$ cat config.mk
export PLATFORM = sky130hd
export DESIGN_NAME = pin_period_meter
export DESIGN_NICKNAME = d
export VERILOG_FILES = /design/src/rtl/pin_period_meter_pkg.sv /design/src/rtl/pin_debounce.sv /design/src/rtl/pin_period_meter.sv
export SDC_FILE = /design/constraint.sdc
export NUM_CORES = 1
export LEC_CHECK = 0
export ABC_AREA = 1
export BUFFER_PORTS_ARGS = -buffer_cell sky130_fd_sc_hd__buf_2
export CAP_MARGIN = 30
export CORE_MARGIN = 2
export CORE_UTILIZATION = 42
export CTS_CLUSTER_SIZE = 12
export DETAILED_ROUTE_END_ITERATION = 10
export GPL_ROUTABILITY_DRIVEN = 0
export HOLD_SLACK_MARGIN = 0.15
export PLACE_DENSITY = 0.6
export SYNTH_ARGS = -nofsm -noshare
export SYNTH_HDL_FRONTEND = slang
export SYNTH_SLANG_ARGS = --single-unit
export TNS_END_PERCENT = 10
$ cat constraint.sdc
create_clock -name clk -period 3.7 [get_ports clk]
set_input_delay 0.37 -clock clk [delete_from_list [all_inputs] [get_ports clk]]
set_output_delay 0.37 -clock clk [all_outputs]
set_load 0.1 [all_outputs]
$ cat src/rtl/pin_period_meter_pkg.sv
// Shared types and default constants for the pin period meter and its debouncer.
package pin_period_meter_pkg;

  typedef enum logic {
    WAIT_FIRST,
    MEASURE
  } state_t;

  localparam int unsigned DEBOUNCE_CYCLES_DEF = 16;
  localparam int unsigned TIMEOUT_DEF         = 100000000;

endpackage

$ cat src/rtl/pin_debounce.sv
// Synchroniser plus debouncer for one asynchronous input pin; emits the clean level
// and a one-cycle pulse on every accepted level change.
module pin_debounce
  import pin_period_meter_pkg::*;
#(
  parameter int unsigned SYNC_STAGES     = 2,
  parameter int unsigned DEBOUNCE_CYCLES = DEBOUNCE_CYCLES_DEF
) (
  input  logic clk,
  input  logic rst_n,
  input  logic pin_in,
  output logic level,
  output logic edge_pulse
);

  localparam int unsigned DB_W = (DEBOUNCE_CYCLES > 1) ? $clog2(DEBOUNCE_CYCLES) : 1;
  localparam logic [DB_W-1:0] DB_LAST = DB_W'(DEBOUNCE_CYCLES - 1);

  logic [SYNC_STAGES-1:0] sync;
  logic [DB_W-1:0]        db_cnt;
  logic                   s;

  assign s = sync[SYNC_STAGES-1];

  always_ff @(posedge clk or negedge rst_n) begin
    if (!rst_n) begin
      sync <= '0;
    end else begin
      sync <= {sync[SYNC_STAGES-2:0], pin_in};
    end
  end

  // Any cycle agreeing with the current level restarts the qualification window.
  always_ff @(posedge clk or negedge rst_n) begin
    if (!rst_n) begin
      level      <= 1'b0;
      db_cnt     <= '0;
      edge_pulse <= 1'b0;
    end else begin
      edge_pulse <= 1'b0;
      if (s != level) begin
        if (db_cnt == DB_LAST) begin
          level      <= ~level;
          db_cnt     <= '0;
          edge_pulse <= 1'b1;
        end else begin
          db_cnt <= db_cnt + 1'b1;
        end
      end else begin
        db_cnt <= '0;
      end
    end
  end

endmodule

$ cat src/rtl/pin_period_meter.sv
// Measures clk cycles between successive debounced pin edges and offers each
// interval on a valid/ready interface, with overrun flag and timeout pulse.
module pin_period_meter
  import pin_period_meter_pkg::*;
#(
  parameter int unsigned SYNC_STAGES     = 2,
  parameter int unsigned DEBOUNCE_CYCLES = DEBOUNCE_CYCLES_DEF,
  parameter int unsigned CNT_W           = 32,
  parameter int unsigned TIMEOUT         = TIMEOUT_DEF
) (
  input  logic             clk,
  input  logic             rst_n,
  input  logic             pin_in,
  output logic             level,
  output logic             edge_pulse,
  output logic             meas_valid,
  input  logic             meas_ready,
  output logic [CNT_W-1:0] meas_period,
  output logic             meas_level,
  output logic             meas_overrun,
  output logic             timeout
);

  localparam logic [CNT_W-1:0] TIMEOUT_VAL = CNT_W'(TIMEOUT);

  state_t           state_q, state_d;
  logic [CNT_W-1:0] cnt;
  logic             capture;
  logic             timeout_hit;
  logic             transfer;

  pin_debounce #(
    .SYNC_STAGES    (SYNC_STAGES),
    .DEBOUNCE_CYCLES(DEBOUNCE_CYCLES)
  ) u_debounce (
    .clk       (clk),
    .rst_n     (rst_n),
    .pin_in    (pin_in),
    .level     (level),
    .edge_pulse(edge_pulse)
  );

  // Loaded with 1 on an edge so that pulses N cycles apart read N at the second one.
  always_ff @(posedge clk or negedge rst_n) begin
    if (!rst_n) begin
      cnt <= '0;
    end else if (edge_pulse) begin
      cnt <= CNT_W'(1);
    end else if (cnt != '1) begin
      cnt <= cnt + 1'b1;
    end
  end

  always_ff @(posedge clk or negedge rst_n) begin
    if (!rst_n) begin
      state_q <= WAIT_FIRST;
    end else begin
      state_q <= state_d;
    end
  end

  always_comb begin
    state_d = state_q;
    case (state_q)
      WAIT_FIRST: if (edge_pulse) state_d = MEASURE;
      MEASURE:    if (!edge_pulse && cnt == TIMEOUT_VAL) state_d = WAIT_FIRST;
      default:    state_d = WAIT_FIRST;
    endcase
  end

  always_comb begin
    capture     = 1'b0;
    timeout_hit = 1'b0;
    if (state_q == MEASURE) begin
      if (edge_pulse) begin
        capture = 1'b1;
      end else if (cnt == TIMEOUT_VAL) begin
        timeout_hit = 1'b1;
      end
    end
  end

  assign transfer = meas_valid && meas_ready;

  always_ff @(posedge clk or negedge rst_n) begin
    if (!rst_n) begin
      timeout <= 1'b0;
    end else begin
      timeout <= timeout_hit;
    end
  end

  // A capture coinciding with a transfer replaces a word that has already left, so no overrun.
  always_ff @(posedge clk or negedge rst_n) begin
    if (!rst_n) begin
      meas_valid   <= 1'b0;
      meas_period  <= '0;
      meas_level   <= 1'b0;
      meas_overrun <= 1'b0;
    end else if (capture) begin
      meas_valid   <= 1'b1;
      meas_period  <= cnt;
      meas_level   <= level;
      meas_overrun <= meas_valid && !meas_ready;
    end else if (transfer) begin
      meas_valid <= 1'b0;
    end
  end

endmodule

==> flow_metrics.env, run 1 <==
export IMPL_ys_warnings_count=0
export IMPL_synth_largest_area_cell="sky130_fd_sc_hd__dfrtp_1"
export IMPL_areaGrowthSynthToFinish_pct=13.46
export IMPL_synth_seq_area_share=0.5130
export IMPL_wl_per_cell_um=14.70
export IMPL_worstPathCellList="ha_1 -> nand2_2 -> nor2_4 -> nand2_4 -> nor2_4 -> nand3_4 -> o21ai_0 -> nand2_1"
export IMPL_setup_worst_path_start_class="flop"
export IMPL_floorplan_initialDensity=0.4328
export IMPL_synth_top_cells_by_area="sky130_fd_sc_hd__dfrtp_1 (51%), sky130_fd_sc_hd__nand2_1 (18%), sky130_fd_sc_hd__nand3_1 (6.3%)"
export IMPL_ant_nets=0
export IMPL_first_global_vias=3157
export IMPL_critPathTopFamily="simple AND/OR/NAND/NOR gates"
export IMPL_global_route_usage_over_all_layers=0.2038
export IMPL_cellLeakagePower_nw=2.111
export IMPL_syn_inst=490
export IMPL_clkLatencyLatePin_ns=0.35
export IMPL_fp_dieW_um=98.57
export IMPL_die_area_um2=9715
export IMPL_finish_net_count=541
export IMPL_clockRootBuffer="sky130_fd_sc_hd__clkbuf_8"
export IMPL_vdd_ir_drop_worst_mv=0.1980
export IMPL_number_of_sinks_handled_by_clock_tree_synthesis=77
export IMPL_grt_pass1_wl_um=15530
export IMPL_mappedNetlistArea_um2=3756
export IMPL_worst_path_most_repeated_cell="sky130_fd_sc_hd__nor2_4"
export IMPL_finalWirelength_um=9499
export IMPL_dr_pass1_iters=5
export IMPL_cp_buffers_inverters=0
export IMPL_antenna_found_initial=0
export IMPL_critical_path_max_stage_delay_ns=0.48
export IMPL_setup_viol=0
export IMPL_finalHoldViolations=0
export IMPL_grt_setup_unrepaired="no"
export IMPL_vias=3334
export IMPL_setup_worst_path_class="reg2reg"
export IMPL_h_tree_depth=3
export IMPL_finalClockSkew_ns=0.01146
export IMPL_setup_tns_final_ns=0
export IMPL_tightestPinTransition_ns=0.4896
export IMPL_drc_viols=0
export IMPL_rows=34
export IMPL_drtIter0Drc=258
export IMPL_timing_final_crit_period_ns=2.030
export IMPL_grt_start_max_net_pins=78
export IMPL_most_common_layout_cells="sky130_fd_sc_hd__nand2_1 (175), sky130_fd_sc_hd__dfrtp_1 (77), sky130_fd_sc_hd__nor2_1 (60), sky130_fd_sc_hd__nand3_1 (47), sky130_fd_sc_hd__o21ai_0 (44)"
export IMPL_status="finished, final reports clean"
export IMPL_critical_path_peak_fanout=32
export IMPL_post_drt_via_cell_ratio=5.161
export IMPL_layout_worst_path_cycle_share=0.5486
export IMPL_layout_utilization=0.4911
export IMPL_power_density_nw_per_um2=353.8
export IMPL_clock_tree_buffer_depth=2
export IMPL_endpoint_kind="flop"
export IMPL_slew_viol_final=0
export IMPL_critPathArrivalTime_ns=2.27
export IMPL_antenna_cells_inserted=0
export IMPL_tritoncts_num_buffers=9
export IMPL_synth_area_per_cell_um2=7.666
export IMPL_drive_above_1_share=0.1338
export IMPL_clk_transition_reported_paths_ns=0.08
export IMPL_fmax_mhz=492.6
export IMPL_synthDistinctLibCells=24
export IMPL_detail_placement_hpwl_um=6972
export IMPL_synth_seq_cells=77
export IMPL_tritoncts="done"
export IMPL_cp_required_ns=3.94
export IMPL_max_cap_viols=0
export IMPL_globalRoute_totalOverflow=0
export IMPL_most_common_library_cell_in_the_layout_ignoring_fill_and_taps="sky130_fd_sc_hd__nand2_1"
export IMPL_postSynthNetCount=497
export IMPL_ios=42
export IMPL_place_port_buffers=41
export IMPL_dieHeight_um=98.57
export IMPL_synth_top_area_frac=0.5130
export IMPL_total_of_cells_resized_after_clock_tree_synthesis=0
export IMPL_worstHoldPathType="in2reg"
export IMPL_fp_coreArea_um2=8678
export IMPL_timing_slew_headroom=0.6759
export IMPL_critPathSlowestCell="sky130_fd_sc_hd__dfrtp_1"
==> cells by family (layout without fill, tap and decap cells) <==
kind of cell,after synthesis,count (layout),share of synthesized area
simple gates,302,302,0.3381
buf+inv,55,103,0.06129
fa+ha+maj,3,3,0.009994
xor+xnor,4,4,0.009329
flops,77,77,0.5130
compound gates,49,49,0.06829
==> metrics by stage <==
step | instances | power, mW | hold WS, ns | area [um2] | setup slack [ns]
detailed placement | 628 | 0.9766 | 0.3536 | 4056 | 1.676
global placement | 627 | 0.9772 | 0.3335 | 4036 | 1.743
global route | 646 | 1.574 | 0.1853 | 4262 | 1.463
finish | 646 | 1.508 | 0.2024 | 4262 | 1.670
floorplan | 490 | 0.9391 | 0.07441 | 3756 | 1.769
CTS | 644 | 1.519 | 0.1871 | 4224 | 1.664
==> power by group <==
group	total, mW	internal, mW	switching, mW
logic	0.0902	0.0270	0.0632
registers	0.876	0.859	0.0171
clock network	0.542	0.239	0.303
total	1.51	1.12	0.383
==> what timing repair did <==
action | in CTS | in global routing
endpoints found under the hold margin | 1 | 77
setup buffers | 0 | 0
hold buffers | 1 | 1
==> final timing paths <==
| check | startpoint | to | slack, ns | depth (start not counted) |
|---|---|---|---|---|
| max | cnt[0]$_DFFE_PN0P_ | cnt[0]$_DFFE_PN0P_ | 1.67 | 8 |
| min | meas_ready | meas_overrun$_DFFE_PN0P_ | 0.20 | 2 |
| max reg2reg | cnt[0]$_DFFE_PN0P_ | cnt[0]$_DFFE_PN0P_ | 1.67 | 8 |
| min reg2reg | u_debounce.sync[0]$_DFF_PN0_ | u_debounce.sync[1]$_DFF_PN0_ | 0.36 | 0 |
| max in group asynchronous | rst_n | cnt[18]$_DFFE_PN0P_ | 2.78 | 3 |
| min in group asynchronous | rst_n | u_debounce.db_cnt[0]$_DFF_PN0_ | 0.36 | 2 |
==> synthesized netlist by cell type (all sizes together) <==
cell type,number
nand2,181
dfrtp,77
nor2,66
nand3,48
o21ai,45
inv,42
clkbuf,8
buf,5
nor3,5
ha,3
o31ai,3
nand4,2
xnor2,2
xor2,2
a21oi,1
==> cell type report <==
| type | count | area [um2] |
|---|---|---|
| repair buffers | 46 | 282.8 |
| flip-flops and latches | 77 | 1927 |
| fillers | 904 | 4417 |
| multi-input cells | 358 | 1602 |
| clock buffers | 11 | 131.4 |
| clock inverters | 4 | 26.28 |
| well taps | 108 | 135.1 |
| inverters | 42 | 157.7 |
==> flip-flops by register name, summed over array words and instances (netlist names) <==
register,flops
cnt,32
meas_level,1
meas_overrun,1
meas_period,32
meas_valid,1
state_q,1
timeout,1
u_debounce.db_cnt,4
u_debounce.edge_pulse,1
u_debounce.level,1
u_debounce.sync,2
==> layer usage <==
metal	vias up	track usage	wire length, um
li1	1631	-	-
met1	1562	0.2789	4354
met2	120	0.3103	4326
met3	21	0.05319	578
met4	0	0.08219	239
met5	-	0	0
(Power assumes the default switching activity.)
==> run 2: changes to the inputs <==
PLACE_DENSITY = 0.63   (was 0.6)
clock period = 1.7 ns   (was 3.7 ns; I/O delays follow)
==> run 2 against run 1 <==
Wire length is 2.2% higher. Utilization up 1.5 points. Register-to-register slack got worse by 1.6 ns. Sequential share of layout area down 1.3 points. Sequential power grew 120%. Global-route usage grew 1.0 points. Non-clock buffer count grew 11. First-iteration DRC count fell by 0.78%. Fmax increased by 26%. Final cell count rose by 1.9%. Combinational power up 120%. Die area stayed put. Largest cell class unchanged. Largest power group unchanged. Highest routed layer unchanged.
==> flow_metrics.env, run 2 (same netlist as run 1, synthesis figures left out) <==
export IMPL_status="finished, final reports clean"
export IMPL_areaGrowthSynthToFinish_pct=16.96
export IMPL_finish_net_count=552
export IMPL_fmax_mhz=621.9
export IMPL_timing_final_crit_period_ns=1.608
export IMPL_vias=3389
export IMPL_drc_viols=0
export IMPL_power_density_nw_per_um2=794.2
export IMPL_critPathSlowestCell="sky130_fd_sc_hd__dfrtp_1"
export IMPL_finalHoldViolations=0
export IMPL_post_drt_via_cell_ratio=5.150
export IMPL_place_inst=639
export IMPL_cp_required_ns=1.95
export IMPL_tritoncts_num_buffers=9
export IMPL_number_of_sinks_handled_by_clock_tree_synthesis=77
export IMPL_finalWirelength_um=9706
export IMPL_slew_viol_final=0
export IMPL_most_common_library_cell_in_the_layout_ignoring_fill_and_taps="sky130_fd_sc_hd__nand2_1"
export IMPL_cts_repair_timing_setup_buffer_count=0
export IMPL_antenna_cells_inserted=0
export IMPL_global_route_usage_over_all_layers=0.2140
export IMPL_tightestPinTransition_ns=0.4891
export IMPL_most_common_layout_cells="sky130_fd_sc_hd__nand2_1 (175), sky130_fd_sc_hd__dfrtp_1 (76), sky130_fd_sc_hd__nor2_1 (60), sky130_fd_sc_hd__nand3_1 (47), sky130_fd_sc_hd__o21ai_0 (44)"
export IMPL_first_global_vias=3221
export IMPL_drtIter0Drc=256
export IMPL_grt_setup_unrepaired="no"
export IMPL_fin_total_pwr_mw=3.489
export IMPL_finalClockSkew_ns=0.007914
export IMPL_ios=42
export IMPL_grt_start_max_net_pins=49
export IMPL_critPathArrivalTime_ns=1.86
export IMPL_ant_nets=0
export IMPL_drive_above_1_share=0.1545
export IMPL_worst_path_most_repeated_cell="sky130_fd_sc_hd__nand2_1"
export IMPL_fp_coreArea_um2=8678
export IMPL_clk_transition_reported_paths_ns=0.08
export IMPL_worstPathCellList="buf_4 -> inv_4 -> ha_2 -> nand2_1 -> nor3_1 -> nand2_1 -> nor2_1 -> nand2_1 -> nand2_1 -> nand2_1"
export IMPL_wl_per_cell_um=14.75
export IMPL_globalRoute_totalOverflow=0
export IMPL_endpoint_kind="flop"
export IMPL_critical_path_max_stage_delay_ns=0.39
export IMPL_holdWs_ns=0.2796
export IMPL_vdd_ir_drop_worst_mv=0.4133
export IMPL_timing_slew_headroom=0.6762
export IMPL_setup_tns_final_ns=0
export IMPL_dieHeight_um=98.57
export IMPL_grt_pass1_wl_um=16170
export IMPL_floorplan_initialDensity=0.4328
export IMPL_setup_worst_path_start_class="flop"
export IMPL_dr_pass1_iters=5
export IMPL_biggestRegsByFlops="cnt x32, meas_period x32, u_debounce.db_cnt x4"
export IMPL_cp_buffers_inverters=2
export IMPL_tritoncts="done"
export IMPL_layout_cells_non_filler=658
export IMPL_setup_viol=0
export IMPL_die_area_um2=9715
export IMPL_clock_tree_buffer_depth=2
export IMPL_worstHoldPathType="in2async"
export IMPL_fp_dieW_um=98.57
export IMPL_postLayoutCellArea_um2=4393
export IMPL_critPathTopFamily="simple AND/OR/NAND/NOR gates"
export IMPL_rows=34
export IMPL_layout_worst_path_cycle_share=0.9459
export IMPL_antenna_found_initial=0
export IMPL_clockRootBuffer="sky130_fd_sc_hd__clkbuf_8"
export IMPL_max_cap_viols=0
export IMPL_place_port_buffers=41
export IMPL_dpl_instance_area_um2=4165
export IMPL_critical_path_peak_fanout=6
export IMPL_clkLatencyLatePin_ns=0.36
export IMPL_detail_placement_hpwl_um=7360
export IMPL_h_tree_depth=3
export IMPL_cellLeakagePower_nw=2.169
export IMPL_setup_worst_path_class="reg2reg"
## run 2: cell types whose count changed in the layout (fill, tap and decap cells not counted)
cell	delta
sky130_fd_sc_hd__inv_4	+1
sky130_fd_sc_hd__clkinvlp_4	+2
sky130_fd_sc_hd__dlygate4sd3_1	+1
sky130_fd_sc_hd__buf_16	-1
sky130_fd_sc_hd__dfrtp_1	-1
sky130_fd_sc_hd__ha_2	+1
sky130_fd_sc_hd__dfrtp_2	+1
sky130_fd_sc_hd__buf_12	+2
sky130_fd_sc_hd__buf_4	+9
sky130_fd_sc_hd__ha_1	-1
sky130_fd_sc_hd__clkinv_2	-2
sky130_fd_sc_hd__bufinv_16	+1
sky130_fd_sc_hd__inv_2	-1
## run 2: per-layer routing
metal,up-vias,track usage,share of wire
met5,-,0,0
met4,0,0.09378,0.028
met3,18,0.04043,0.045
met2,95,0.3244,0.46
met1,1616,0.3011,0.47
li1,1660,-,-
## run 2: timing repair
action | 4_1_cts | 5_1_grt
resized for setup | 0 | 2
hold endpoints to repair | 80 | 0
hold buffers | 3 | 0
setup endpoints to repair | 0 | 1
## run 2: power by group
group	switching, mW	internal [mW]	total (mW)
registers	0.0363	1.87	1.90
logic	0.136	0.0614	0.197
clock network	0.705	0.682	1.39
## run 2: worst reg2reg max path: stages (launching register included)
cell,delay (ns)
sky130_fd_sc_hd__dfrtp_1,0.39
sky130_fd_sc_hd__buf_4,0.17
sky130_fd_sc_hd__inv_4,0.10
sky130_fd_sc_hd__ha_2,0.21
sky130_fd_sc_hd__nand2_1,0.06
sky130_fd_sc_hd__nor3_1,0.13
sky130_fd_sc_hd__nand2_1,0.09
sky130_fd_sc_hd__nor2_1,0.12
sky130_fd_sc_hd__nand2_1,0.11
sky130_fd_sc_hd__nand2_1,0.07
sky130_fd_sc_hd__nand2_1,0.04
## run 2: final cells by class
type | count | area [um2]
clock buffer | 11 | 131.4
clock inverter | 5 | 61.31
fill | 885 | 4285
inverter | 42 | 160.2
multi-input combinational | 358 | 1604
sequential | 77 | 1928
tap | 108 | 135.1
timing repair buffer | 57 | 372.9
## run 2: stage by stage
stage	util	setup WS (ns)
after floorplan	-	0.1233
after global placement	0.4800	0.04523
after detailed placement	0.4800	0.04988
after CTS	0.5056	0.04359
after global routing	0.5062	0.01338
final	0.5062	0.09191
## run 2: path summary, 6_finish.rpt
check | startpoint | to | slack (ns) | cells past startpoint
min in group clk | u_debounce.sync[0]$_DFF_PN0_ | u_debounce.sync[1]$_DFF_PN0_ | 0.35 | 0
min reg2reg | u_debounce.sync[0]$_DFF_PN0_ | u_debounce.sync[1]$_DFF_PN0_ | 0.35 | 0
min | rst_n | cnt[23]$_DFFE_PN0P_ | 0.28 | 2
max reg2reg | cnt[0]$_DFFE_PN0P_ | state_q$_DFF_PN0_ | 0.09 | 10
max in group asynchronous | rst_n | meas_period[12]$_DFFE_PN0P_ | 0.86 | 3
max | cnt[0]$_DFFE_PN0P_ | state_q$_DFF_PN0_ | 0.09 | 10
